File: src/rtl/button_conditioner_pkg.sv
// btn_cond_pkg: board clock constants and debounce helpers for the Basys 3 button front end
package btn_cond_pkg;
  localparam int CLK_HZ = 100_000_000;
  function automatic int ms_to_cycles(input int ms);
    return ms * (CLK_HZ / 1000);
  endfunction
  localparam int DEFAULT_DEBOUNCE_CYCLES = ms_to_cycles(10);
  typedef logic [4:0] btn_vec_t;
endpackage

File: src/rtl/button_conditioner_debounce_channel.sv
// debounce_channel: one button's synchroniser, integrating debouncer and strobes
// BTN_AUTOREPEAT_EN adds a hold-to-repeat counter that re-fires press.
module debounce_channel #(
  parameter int SYNC_STAGES = 2,
  parameter int CNT_W = 24,
  parameter int DEBOUNCE_CYCLES = 1_000_000,
  parameter int REPEAT_DELAY = 50_000_000,
  parameter int REPEAT_PERIOD = 10_000_000,
  parameter int RPT_W = 27
) (
  input  logic clk,
  input  logic reset,
  input  logic button,
  output logic level,
  output logic press,
  output logic release_pulse
);
  logic [SYNC_STAGES-1:0] sync;
  logic [CNT_W-1:0] cnt;
  logic sync_out, differ, accept;
  assign sync_out = sync[SYNC_STAGES-1];
  assign differ = sync_out != level;
  assign accept = differ && cnt == CNT_W'(DEBOUNCE_CYCLES - 1);
  if (SYNC_STAGES < 2 || DEBOUNCE_CYCLES < 2 || longint'(DEBOUNCE_CYCLES) >= (longint'(1) << CNT_W)) begin : g_bad_debounce
    $error("debounce_channel: bad SYNC_STAGES/DEBOUNCE_CYCLES/CNT_W");
  end
  if (RPT_W < 1 || REPEAT_DELAY < 1 || REPEAT_PERIOD < 1 ||
      longint'(REPEAT_DELAY) > (longint'(1) << RPT_W) || longint'(REPEAT_PERIOD) > (longint'(1) << RPT_W)) begin : g_bad_repeat
    $error("debounce_channel: bad REPEAT_DELAY/REPEAT_PERIOD/RPT_W");
  end
`ifdef BTN_AUTOREPEAT_EN
  logic [RPT_W-1:0] rpt;
  logic rep, rpt_hit;
  assign rpt_hit = rpt == (rep ? RPT_W'(REPEAT_PERIOD - 1) : RPT_W'(REPEAT_DELAY - 1));
`endif
  always_ff @(posedge clk or posedge reset)
    if (reset) begin
      sync <= '0;
      cnt <= '0;
      level <= 1'b0;
      press <= 1'b0;
      release_pulse <= 1'b0;
`ifdef BTN_AUTOREPEAT_EN
      rpt <= '0;
      rep <= 1'b0;
`endif
    end else begin
      sync <= {sync[SYNC_STAGES-2:0], button};
      cnt <= differ && !accept ? cnt + 1'b1 : '0;
      if (accept) level <= sync_out;
      release_pulse <= accept && !sync_out;
`ifdef BTN_AUTOREPEAT_EN
      // an accepted release wins over a coincident repeat hit
      press <= accept ? sync_out : level && rpt_hit;
      rpt <= !level || accept || rpt_hit ? '0 : rpt + 1'b1;
      rep <= level && !accept && (rep || rpt_hit);
`else
      press <= accept && sync_out;
`endif
    end
endmodule

File: src/rtl/button_conditioner.sv
// button_conditioner: N independent debounced button channels with press/release strobes
// Define BTN_AUTOREPEAT_EN to enable hold-to-repeat press strobes.
module button_conditioner
  import btn_cond_pkg::*;
#(
  parameter int N_BTN = 5,
  parameter int SYNC_STAGES = 2,
  parameter int CNT_W = 24,
  parameter int DEBOUNCE_CYCLES = DEFAULT_DEBOUNCE_CYCLES,
  parameter int REPEAT_DELAY = 50_000_000,
  parameter int REPEAT_PERIOD = 10_000_000,
  parameter int RPT_W = 27
) (
  input  logic             clk,
  input  logic             reset,
  input  logic [N_BTN-1:0] button_in,
  output logic [N_BTN-1:0] level,
  output logic [N_BTN-1:0] press,
  output logic [N_BTN-1:0] release_pulse,
  output logic             any_press
);
  for (genvar i = 0; i < N_BTN; i++) begin : g_ch
    debounce_channel #(
      .SYNC_STAGES(SYNC_STAGES),
      .CNT_W(CNT_W),
      .DEBOUNCE_CYCLES(DEBOUNCE_CYCLES),
      .REPEAT_DELAY(REPEAT_DELAY),
      .REPEAT_PERIOD(REPEAT_PERIOD),
      .RPT_W(RPT_W)
    ) u_ch (
      .clk(clk),
      .reset(reset),
      .button(button_in[i]),
      .level(level[i]),
      .press(press[i]),
      .release_pulse(release_pulse[i])
    );
  end
  assign any_press = |press;
endmodule

File: config.mk
export PLATFORM = sky130hd
export DESIGN_NAME = button_conditioner
export DESIGN_NICKNAME = d
export VERILOG_FILES = /design/src/rtl/button_conditioner_pkg.sv /design/src/rtl/button_conditioner_debounce_channel.sv /design/src/rtl/button_conditioner.sv
export SDC_FILE = /design/constraint.sdc
export NUM_CORES = 1
export LEC_CHECK = 0
export BUFFER_PORTS_ARGS = -buffer_cell sky130_fd_sc_hd__buf_4
export CAP_MARGIN = 20
export CORE_ASPECT_RATIO = 0.8
export CORE_MARGIN = 2
export CORE_UTILIZATION = 62
export CTS_CLUSTER_DIAMETER = 50
export DETAILED_ROUTE_END_ITERATION = 10
export PLACE_DENSITY = 0.85
export SLEW_MARGIN = 30
export SYNTH_ARGS = -nofsm -noshare
export SYNTH_HDL_FRONTEND = slang
export SYNTH_SLANG_ARGS = --single-unit
File: constraint.sdc
create_clock -name clk -period 5.9 [get_ports clk]
set_input_delay 0.59 -clock clk [delete_from_list [all_inputs] [get_ports clk]]
set_output_delay 0.59 -clock clk [all_outputs]
set_load 0.01 [all_outputs]
Word level (Yosys, flattened, before mapping):

Cells that the tools add are included.

* bits of input ports: 7
* output and inout bits: 16
* bits in registers: 145
* logic and storage cells: 76

* eq/ne operators: 10
* reductions and logical operators: 31
* muxes and demuxes: 5
* add/subtract/negate cells: 5

Operators by type and width (number)
* $add 24x1->24 const B: 5
* $eq 24x20->1 const B: 5
* $mux 24: 5
* $logic_and 1x1->1: 20
* $logic_not 1->1: 10
* $ne 1x1->1: 5
* $reduce_or 5->1: 1

Longest topological paths before layout:

Gate-level depths: netlist of the first run.

* word-level depth: 5
* gate-level depth with buffers: 6
* depth with buffers taken out: 5

By module:

Synthesis of the first run repeated with hierarchy kept, for this count alone.

* cells, all modules: 753
* area, all modules: 7770.0 sq um

Modules (own cells, without submodules)
* debounce_channel: cells each 150, sequential area each 725.7 sq um, times used 5, area each 1551.5 sq um
* button_conditioner: cells each 3, sequential area each 0.0 sq um, times used 1, area each 12.5 sq um

Least setup slack after synthesis of the first run:

No wires, ideal clock.

* path type: reg2reg
* start: reg g_ch[3].u_ch.cnt[0]
* end: reg g_ch[3].u_ch.cnt[22]
* clock period less this slack: 1975 ps
* data required time: 5823 ps
* path buffers: 0
* path slack: 3925 ps
* arrival: 1898 ps
* stages on the path, launching flop included: 6
* library setup time: 77 ps
* cells stage by stage: dfrtp_1 ha_1 nand4_1 or4_4 or4_1 a21oi_1

* word-level cells in the longest chain between the ends: 5
* elaborated cells between the ends (all ways): 6
* those cells by class: add/sub: 1; eq/ne: 1; mux: 1; reduce/logical: 3

RTL lines
* from (decl): RTL line button_conditioner_debounce_channel.sv:19 `logic [CNT_W-1:0] cnt;`
* from (signal assigned): RTL line button_conditioner_debounce_channel.sv:49 `cnt <= differ && !accept ? cnt + 1'b1 : '0;`
* branches (longest 4 deep; another with $add 24x1->24)
* $mux 24 (*): RTL line button_conditioner_debounce_channel.sv:49

Mark *: on every way between the ends.
A chain may end at the register's enable or synchronous reset.

Worst setup path after layout of the first run:

* start: reg g_ch[2].u_ch.cnt[0]
* end: reg g_ch[2].u_ch.cnt[16]

* word-level cells in the longest chain between the ends: 5
* elaborated cells between the ends (all ways): 6
* those cells by class: add/sub: 1; eq/ne: 1; mux: 1; reduce/logical: 3

RTL lines (RTL line)
* from (decl): button_conditioner_debounce_channel.sv:19
* from (signal assigned): button_conditioner_debounce_channel.sv:49
* branches (longest 4 deep; another with $add 24x1->24)
* $mux 24 (*): button_conditioner_debounce_channel.sv:49

Marked as above.

==> results of run 1 <==
[through the flow]
stage	hold slack [ps]	util (%)
finish	274	71.6
global route	256	71.6
CTS	260	71.6
detailed placement	335	66.0
global placement	334	66.0
floorplan	331	-
[placed cells by master, fill, tap and decap left out, types with 2 or more instances in the layout]
cell type	count
nand2_1	35
inv_1	20
or4_4	2
xor2_1	33
and2_1	4
o21ai_0	31
nor4b_1	9
clkbuf_8	4
and3_1	10
mux2_2	5
a21oi_1	48
clkbuf_1	3
clkbuf_16	17
nor3_1	14
nand3_1	41
nor4_1	13
or2_2	5
bufinv_16	3
clkinvlp_4	3
xnor2_1	34
dfrtp_1	145
or3_1	35
buf_4	28
o21ai_1	2
nor3b_1	10
o31ai_1	14
o31ai_2	3
nand4_1	41
nor2_1	77
or4_1	21
ha_1	5
and4_1	12
or4b_1	2
[flip-flops by register name, summed over array words and instances, names as in the netlist]
signal and flops:
g_ch.u_ch.level 5, g_ch.u_ch.release_pulse 5, g_ch.u_ch.sync 10, g_ch.u_ch.cnt 120
g_ch.u_ch.press 5
[cell usage after synthesis (9+ instances only)]
cell / count
nand2_1: 35
xnor2_1: 34
buf_2: 9
a21oi_1: 48
inv_1: 21
and3_1: 10
nand3_1: 41
nor2_1: 77
buf_4: 15
nor3_1: 14
dfrtp_1: 145
and4_1: 12
nor3b_1: 10
or3_1: 35
o21ai_0: 31
o31ai_1: 17
nand4_1: 41
nor4_1: 13
clkbuf_1: 13
nor4b_1: 9
or4_1: 21
xor2_1: 33
[worst max-delay path, stage by stage (launching register included)]
cell and delay [ps]:
dfrtp_1 420, ha_1 240, nand4_1 220, or2_2 370
o31ai_2 680, buf_4 330, nor2_1 80
[final cells by class]
type,instances,area (µm²),area share [%]
flip-flops and latches,145,3630,46.2
clock buffers,24,492,6.26
clock inverters,8,126,1.61
multi-input cells,511,3140,39.9
well taps,144,180,2.29
inverters,21,83.8,1.07
repair buffers,28,210,2.68
[kinds of logic after synthesis]
family / count (synthesis) / share of synthesized area [%]
multiplexers: 5 / 0.799
adder cells (fa/ha/maj): 5 / 0.888
XOR/XNOR: 67 / 8.33
buffers and inverters: 59 / 4.21
AO/OA/AOI/OAI: 101 / 7.94
flip-flops: 145 / 51.5
AND/OR/NAND/NOR: 333 / 26.3
[metal layers]
layer / track usage, % / part of all wire, % / vias up
li1: - / - / 2591
met1: 38.0 / 44 / 2778
met2: 39.5 / 47 / 245
met3: 5.73 / 6.7 / 36
met4: 11.0 / 2.4 / 0
met5: 0 / 0 / -
[power by group through the flow]
stage / registers, µW / logic, µW / clock network, µW
floorplan: 1030 / 40.6 / 0
global placement: 1040 / 55.5 / 0
detailed placement: 1040 / 57.7 / 0
CTS: 1020 / 58.8 / 1120
global route: 1020 / 66.0 / 1170
finish: 1020 / 57.6 / 1110
[path summary, 6_finish.rpt]
path / from / endpoint / slack [ps]
setup / recovery: g_ch[2].u_ch.cnt[0]$_DFF_PP0_ / g_ch[2].u_ch.cnt[16]$_DFF_PP0_ / 3460
hold / removal: button_in[1] / g_ch[1].u_ch.sync[0]$_DFF_PP0_ / 270
setup reg to reg: g_ch[2].u_ch.cnt[0]$_DFF_PP0_ / g_ch[2].u_ch.cnt[16]$_DFF_PP0_ / 3460
hold reg to reg: g_ch[3].u_ch.sync[0]$_DFF_PP0_ / g_ch[3].u_ch.sync[1]$_DFF_PP0_ / 350
max in group asynchronous: reset / g_ch[2].u_ch.cnt[4]$_DFF_PP0_ / 4370
min in group asynchronous: reset / g_ch[0].u_ch.cnt[8]$_DFF_PP0_ / 320
==> metrics.yaml, run 1 <==
place_inst: 849
fin_skew_ps: 11.0
route.detailed.drc: 0
tns_ps: 0
diodes: 0
synth_top_area_share_pct: 51.5
ys_seq_area_share_pct: 51.5
die_h_um: 99.4
period_share_pct: 41.3
drv_slew: 0
cts.clk_slew.worst_paths_ps: 60
cts_resized: 0
cap_viol_max_count: 0
pwr-share-seq_pct: 46.6
fillers: 762
die-area_um2: 12200
row_count: 34
nNetsFinal: 736
dr.pass1.iters: 7
leakage_uw: 0.00312
synth_edf_count: 0
critPathLaunchType: "flop"
synth_seq_cells: 145
clk_path_buf_depth: 2
cts.sinks: 145
switching_share_pct: 20.8
place_area_um2: 7240
ys_warn_count: 0
drtIter0Drc: 656
async_reset_ff_share_pct: 100
root_buffer: "clkbuf_16"
grt_pass1_wl_mm: 25.7
cts_setup_buffers: 0
hpwl_mm: 9.53
grt_overflow_total: 0
clock_latency_ps: 420
min_path_type: "in2reg"
cts_hold_buffers: 0
syn_nets: 727
fin_crit_ps: 2440
via_count: 5650
crit_fanout: 13
fin_area_um2: 7860
worstPathArrival_ps: 2740
rsz0062_at_grt: "no"
critPathKind: "reg2reg"
area_growth_pct: 11.5
syn_area_um2: 7050
coreArea_um2: 11000
synthFlopType: "dfrtp_1"
hold_viol: 0
yosys.area.top_type: "dfrtp_1"
ant_nets: 0
r2r_cells: 6
finalNonFillerCells: 881
grt_start_max_net_pins: 89
layout_setup_ws_ps: 3460
slew_headroom_pct: 43.5
antenna_found_initial: 0
final_layout_size_suffix_gt1_share_pct: 10.2
min_path_cells: 1
status: "finished, final reports clean"
worstMarginPinSlew_ps: 842
setup.worst_path.end_class: "flop"
cts_tree: "yes"
grt_pass1_vias: 5319
wire_per_inst_um: 16.9
floorplan.initialDensity_pct: 64.2
setup_viol: 0
grt_use_total_pct: 26.5
cts_max_level: 4
dpl_worst_slack_ps: 3490
fmax_mhz: 411
synth.distinct_cells: 35
num_io_pins: 23
total_power_uw: 2190
p_per_area_nw_per_um2: 278
gp_congestion: 0.865
io_buffers: 22
synth_cells: 715
drt_wl_total_mm: 14.9
p_comb_share_pct: 2.6
p_int_uw: 1730
viasPerCell: 6.41
die_w_um: 123
synthTopCellsByArea: "dfrtp_1 51%, xnor2_1 4.2%, nor2_1 4.1%"
cts_inserted_buffers: 17
switchingPower_uw: 456
cp.required_ps: 6210
vdd_drop_max_mv: 0.269
clkPwrFrac_pct: 50.8
syn_area_per_cell_um2: 9.86
No activity file was read; power rests on OpenSTA's default activity.
==> run 2: changes to the inputs <==
clock period = 2.4 ns   (was 5.9 ns; I/O delays follow)
==> run 2 against run 1 <==
Net effect: design area grew 0.75%; sequential cell count is the same; critical path depth shrank 1; global-route usage shrank 0.22 points; sequential share of layout area shrank 0.34 points; clock-buffer cell count shrank 5; via count shrank 1.5%; register-to-register slack lost 3300 ps; cell count grew 0.91%; power grew 140%.
==> metrics.yaml, run 2 (same netlist as run 1, synthesis figures left out) <==
finalNonFillerCells: 889  # +0.91%
cts.sinks: 145  # unchanged
fin_crit_ps: 2200  # -232 ps
clock_latency_ps: 420  # about the same
die_w_um: 123  # unchanged
crit_start: "g_ch[3].u_ch.cnt[0]$_DFF_PP0_"
drv_slew: 0  # unchanged
critPathKind: "reg2reg"
row_count: 34  # unchanged
fin_skew_ps: 8.79  # -2.25 ps
seqCellArea_um2: 3630  # unchanged
fmax_mhz: 454  # +11%
worstPathArrival_ps: 2560  # -180 ps
drtIter0Drc: 510  # -22%
largest_reg_flops: 120  # unchanged
rsz0062_at_grt: "no"
root_buffer: "clkbuf_16"
slew_headroom_pct: 51.4  # +7.9 points
final_common_cell: "dfrtp_1"
via_count: 5563  # -1.5%
coreArea_um2: 11000  # unchanged
place_inst: 852  # +0.35%
setup_viol: 0  # unchanged
cts_tree: "yes"
grt_pass1_vias: 5470  # +2.8%
layout_setup_ws_ps: 196  # -3270 ps
area_growth_pct: 12.3
cts_setup_buffers: 0  # unchanged
die-area_um2: 12200  # unchanged
cts.clk_slew.worst_paths_ps: 60  # about the same
io_buffers: 22  # unchanged
critical_path_buf_inv_count: 0  # -1
grt_start_max_net_pins: 146  # +64%
wire_per_inst_um: 16.6  # -1.3%
tns_ps: 0  # unchanged
fillers: 728  # -4.5%
route.detailed.drc: 0  # unchanged
hpwl_mm: 9.52  # about the same
antenna_found_initial: 0  # unchanged
die_h_um: 99.4  # unchanged
viasPerCell: 6.26  # -2.4%
grt_pass1_wl_mm: 25.4  # -0.94%
cpPeakStageDelay_ps: 580  # -100 ps
path_cells: "ha_1, nand4_1, or4_4, or4_1, a21oi_1"
final_cell_mix: "145 x dfrtp_1, 77 x nor2_1, 48 x a21oi_1, 41 x nand3_1, 41 x nand4_1"
drt_wl_total_mm: 14.8  # -0.41%
reg2reg_from: "g_ch[3].u_ch.cnt[0]$_DFF_PP0_"
diodes: 0  # unchanged
dpl_worst_slack_ps: 141  # -3350 ps
cts_inserted_buffers: 17  # unchanged
p_per_area_nw_per_um2: 664  # +140%
worstMarginPinSlew_ps: 729  # -113 ps
num_io_pins: 23  # unchanged
period_share_pct: 91.8  # +51 points
ant_nets: 0  # unchanged
grt_overflow_total: 0  # unchanged
gp_congestion: 0.868  # +0.43%
largest_register: "g_ch.u_ch.cnt"
nNetsFinal: 744  # +1.1%
grt_use_total_pct: 26.3  # -0.22 points
crit_path_top_delay_cell: "or4_4"
final_layout_size_suffix_gt1_share_pct: 11.0  # +0.83 points
status: "finished, final reports clean"
layout_top_registers: "g_ch.u_ch.cnt x120, g_ch.u_ch.sync x10"
hold_viol: 0  # unchanged
vdd_drop_max_mv: 0.523  # +94%
fin_hold_ws_ps: 57.0  # -216 ps
crit_fanout: 6  # -7
cp_top_family: "simple AND/OR/NAND/NOR gates"
critPathLaunchType: "flop"
floorplan.initialDensity_pct: 64.2  # unchanged
cts_max_level: 4  # unchanged
dr.pass1.iters: 5  # -2
clk_path_buf_depth: 2  # unchanged
setup.worst_path.end_class: "flop"
total_power_uw: 5260  # +140%
cap_viol_max_count: 0  # unchanged
leakage_uw: 0.00316  # +1.2%
multi_input_comb_area_um2: 3140  # +0.12%
cp.required_ps: 2750  # -3460 ps
min_path_type: "in2async"
run 2: cell count changes in the layout (fill, tap and decap cells not counted), sizes merged:
cell	previous run	this run
clkinv	2	9
dlygate4sd3	0	5
bufinv	3	2
buf	28	31
clkbuf	24	19
clkinvlp	3	2
run 2: path summary, 6_finish.rpt:
path / end / slack (ps) / cells after the start
max: g_ch[3].u_ch.cnt[22]$_DFF_PP0_ / 200 / 5
min: g_ch[0].u_ch.sync[1]$_DFF_PP0_ / 60 / 3
max reg2reg: g_ch[3].u_ch.cnt[22]$_DFF_PP0_ / 200 / 5
min reg2reg: g_ch[3].u_ch.sync[1]$_DFF_PP0_ / 350 / 0
max in group asynchronous: g_ch[2].u_ch.cnt[18]$_DFF_PP0_ / 1830 / 3
min in group clk: g_ch[3].u_ch.sync[1]$_DFF_PP0_ / 350 / 0
run 2: report_power, final:
part           internal, µW  switching (µW)
registers              2470            32.6
clock network          1580            1020
logic                  47.9             102
run 2: tightest hold or removal path, delay by kind of cell:
kind                   cells  cell delay [ps]
buffers and inverters      3              740
run 2: final cells by class:
class                   instances  area share (%)
inverters                      21            1.04
clock inverters                13            1.72
flip-flops and latches        145            45.8
repair buffers                 36            3.73
clock buffers                  19            5.72
well taps                     144            2.28
multi-input cells             511            39.7
run 2: per-layer routing:
metal / track usage (%) / up-vias / routed length (µm)
met5: 0 / - / 0
met2: 41.2 / 165 / 7160
met4: 11.6 / 0 / 293
met1: 35.8 / 2757 / 6610
met3: 5.22 / 31 / 733
li1: - / 2610 / -
run 2: timing repair:
| action | in CTS | in global routing |
|---|---|---|
| resized for setup | 0 | 1 |
| hold buffers | 5 | 0 |
| hold endpoints to repair | 5 | 0 |
| endpoints found under the setup margin | 0 | 1 |
run 2: metrics by stage:
| step | utilization (%) | cell area, µm² |
|---|---|---|
| finish | 72.1 | 7920 |
| global placement | 66.3 | 7270 |
| CTS | 72.1 | 7910 |
| detailed placement | 66.3 | 7270 |
| floorplan | - | 7050 |
| global route | 72.1 | 7920 |
==> run 3: changes to the inputs <==
ABC_AREA = 1   (was not set)
CAP_MARGIN = 25   (was 20)
CORE_UTILIZATION = 63   (was 62)
MAX_ROUTING_LAYER = met4   (was not set)
==> run 3 against run 2 <==
Net effect: combinational power up 6%; largest power group unchanged; wire length rose by 17%; synthesized cell count rose by 56%; maximum frequency rose by 21%; core utilization down 1.1 points; clock-buffer cell count is 1 lower; first-iteration DRC count increased by 36%.
==> metrics.yaml, run 3 <==
ys_warn_count: 0  # unchanged
hold_viol: 0  # unchanged
status: "finished, final reports clean"
cp.required_ps: 2690  # -60 ps
final_layout_size_suffix_gt1_share_pct: 10.1  # -0.89 points
async_reset_ff_share_pct: 100  # unchanged
io_buffers: 22  # unchanged
fin_util_pct: 71.0  # -1.1 points
worstMarginPinSlew_ps: 568  # -160 ps
grt_pass1_wl_mm: 30.0  # +18%
synth_edf_count: 0  # unchanged
clock_latency_ps: 440  # +20 ps
final_cell_mix: "304 x nand2_1, 301 x nor2_1, 145 x dfrtp_1, 99 x inv_1, 60 x nand3_1"
area_growth_pct: 10.8
root_buffer: "clkbuf_16"
ys_seq_area_share_pct: 44.5  # -7.0 points
drt_wl_total_mm: 17.2  # +17%
viasPerCell: 5.23  # -16%
cap_viol_max_count: 0  # unchanged
crit_fanout: 23  # +17
coreArea_um2: 12700  # +16%
setup_viol: 0  # unchanged
grt_pass1_vias: 6453  # +18%
dr.pass1.iters: 7  # +2
synth_top_area_share_pct: 44.5  # -7.0 points
gp_congestion: 0.968  # +12%
fin_crit_ps: 1830  # -377 ps
floorplan.initialDensity_pct: 64.0  # -0.16 points
fillers: 986  # +35%
via_count: 6962  # +25%
period_share_pct: 76.1  # -16 points
synthTopCellsByArea: "dfrtp_1 45%, nand2_1 14%, nor2_1 14%"
critical_path_buf_inv_count: 1  # +1
ant_nets: 0  # unchanged
min_path_type: "reg2reg"
cts_max_level: 4  # unchanged
row_count: 37  # +8.8%
synth_seq_cells: 145  # unchanged
die-area_um2: 13900  # +13%
fmax_mhz: 548  # +21%
worstPathArrival_ps: 2120  # -440 ps
grt_overflow_total: 0  # unchanged
crit_path_top_delay_cell: "dfrtp_1"
yosys.area.top_type: "dfrtp_1"
syn_area_um2: 8150  # +16%
synthFlopType: "dfrtp_1"
cts_inserted_buffers: 17  # unchanged
seqCellArea_um2: 3630  # unchanged
nNetsFinal: 1155  # +55%
tns_ps: 0  # unchanged
layout_top_registers: "g_ch.u_ch.cnt x120, g_ch.u_ch.sync x10"
clk_path_buf_depth: 2  # unchanged
hpwl_mm: 12.2  # +28%
fin_skew_ps: 11.5  # +2.75 ps
critPathKind: "reg2reg"
path_cells: "ha_1, nand2_2, inv_2, nand2_2, nor2_2, nand3_2, nand2_2, nor2_1"
diodes: 0  # unchanged
largest_reg_flops: 120  # unchanged
synth_common_cells: "304 x nand2_1, 301 x nor2_1, 145 x dfrtp_1, 100 x inv_1, 60 x nand3_1"
total_power_uw: 5430  # +3.3%
cts_setup_buffers: 0  # unchanged
grt_use_total_pct: 27.7  # +1.4 points
die_w_um: 131  # +6.5%
setup.worst_path.end_class: "flop"
drtIter0Drc: 694  # +36%
leakage_uw: 0.00382  # +21%
route.detailed.drc: 0  # unchanged
slew_headroom_pct: 62.0  # +11 points
cp_top_family: "simple AND/OR/NAND/NOR gates"
die_h_um: 106  # +6.4%
wire_per_inst_um: 13.0  # -22%
cts.clk_slew.worst_paths_ps: 60  # about the same
syn_area_per_cell_um2: 7.29  # -26%
synth.distinct_cells: 27  # -23%
multi_input_comb_area_um2: 3900  # +24%
drv_slew: 0  # unchanged
cpPeakStageDelay_ps: 430  # -150 ps
num_io_pins: 23  # unchanged
syn_nets: 1130  # +55%
cts_tree: "yes"
critPathLaunchType: "flop"
cts.sinks: 145  # unchanged
vdd_drop_max_mv: 0.577  # +10%
final_common_cell: "nand2_1"
cpMostUsedCell: "nand2_2"
rsz0062_at_grt: "no"
synth_cells: 1118  # +56%
antenna_found_initial: 0  # unchanged
largest_register: "g_ch.u_ch.cnt"
p_per_area_nw_per_um2: 601  # -9.5%
grt_start_max_net_pins: 53  # -64%
yosysMostFrequentCell: "nand2_1"
## run 3: cell types whose count changed after synthesis, sizes merged, moves of 23 or more
cell | before | now
a21oi | 48 | 15
inv | 21 | 105
nand2 | 35 | 318
nand3 | 42 | 68
nand4 | 41 | 8
nor2 | 77 | 329
o21ai | 33 | 6
or3 | 35 | 0
or4 | 23 | 0
## run 3: worst reg2reg max path, stage by stage, from the launching register on
cell	delay (ps)
dfrtp_1	430
ha_1	230
nand2_2	110
inv_2	80
nand2_2	60
nor2_2	120
nand3_2	150
nand2_2	410
nor2_1	120
## run 3: what timing repair did
item                      CTS  global route
resized for setup           0             0
hold buffers                6             0
hold endpoints to repair   27             0
## run 3: kinds of logic after synthesis
logic type               share of synthesized area [%]
AND/OR/NAND/NOR                                   39.5
flip-flops                                        44.5
buffers and inverters                             7.64
XOR/XNOR                                          5.80
AO/OA/AOI/OAI                                     1.75
adder cells (fa/ha/maj)                          0.767
## run 3: final timing paths
path / from / to / slack, ps / cells past startpoint
worst min-delay path: g_ch[3].u_ch.sync[0]$_DFF_PP0_ / g_ch[3].u_ch.sync[1]$_DFF_PP0_ / 350 / 0
min in group asynchronous: reset / g_ch[0].u_ch.sync[1]$_DFF_PP0_ / 430 / 3
worst max register to register: g_ch[3].u_ch.cnt[0]$_DFF_PP0_ / g_ch[3].u_ch.cnt[16]$_DFF_PP0_ / 570 / 8
worst max-delay path: g_ch[3].u_ch.cnt[0]$_DFF_PP0_ / g_ch[3].u_ch.cnt[16]$_DFF_PP0_ / 570 / 8
worst min register to register: g_ch[3].u_ch.sync[0]$_DFF_PP0_ / g_ch[3].u_ch.sync[1]$_DFF_PP0_ / 350 / 0
max in group asynchronous: reset / g_ch[3].u_ch.release_pulse$_DFF_PP0_ / 1330 / 4
## run 3: routing by layer
metal  share of wire, %  track usage [%]  routed length (µm)  vias up
met5                  0                -                   0        -
met4                1.2             8.31                 211        0
met3                5.8             5.92                 992       24
met2                 44             40.5                7570      220
met1                 49             39.3                8470     3240
li1                   -                -                   -     3478
## run 3: power breakdown
| group | internal [µW] | leakage [µW] | switching [µW] | total, µW |
|---|---|---|---|---|
| sequential | 2470 | 0.00199 | 30.4 | 2500 |
| combinational | 46.8 | 0.00154 | 112 | 159 |
| clock | 1680 | 0.000296 | 1090 | 2770 |
| total | 4200 | 0.00382 | 1230 | 5430 |
## run 3: cell type report
type	count	area share (%)
flip-flops and latches	145	40.2
well taps	175	2.42
repair buffers	31	3.02
inverters	105	4.40
clock inverters	14	1.97
clock buffers	18	4.86
multi-input cells	843	43.2
## run 3: per-stage QoR
stage                     setup slack (ps)  instance area [µm²]  hold slack, ps  std cells
after floorplan                        341                 8160             271       1118
after global placement                 676                 8360             329       1293
after detailed placement               589                 8360             332       1293
after CTS                              566                 9040             348       1331
after global routing                   407                 9040             353       1331
final                                  574                 9040             347       1331
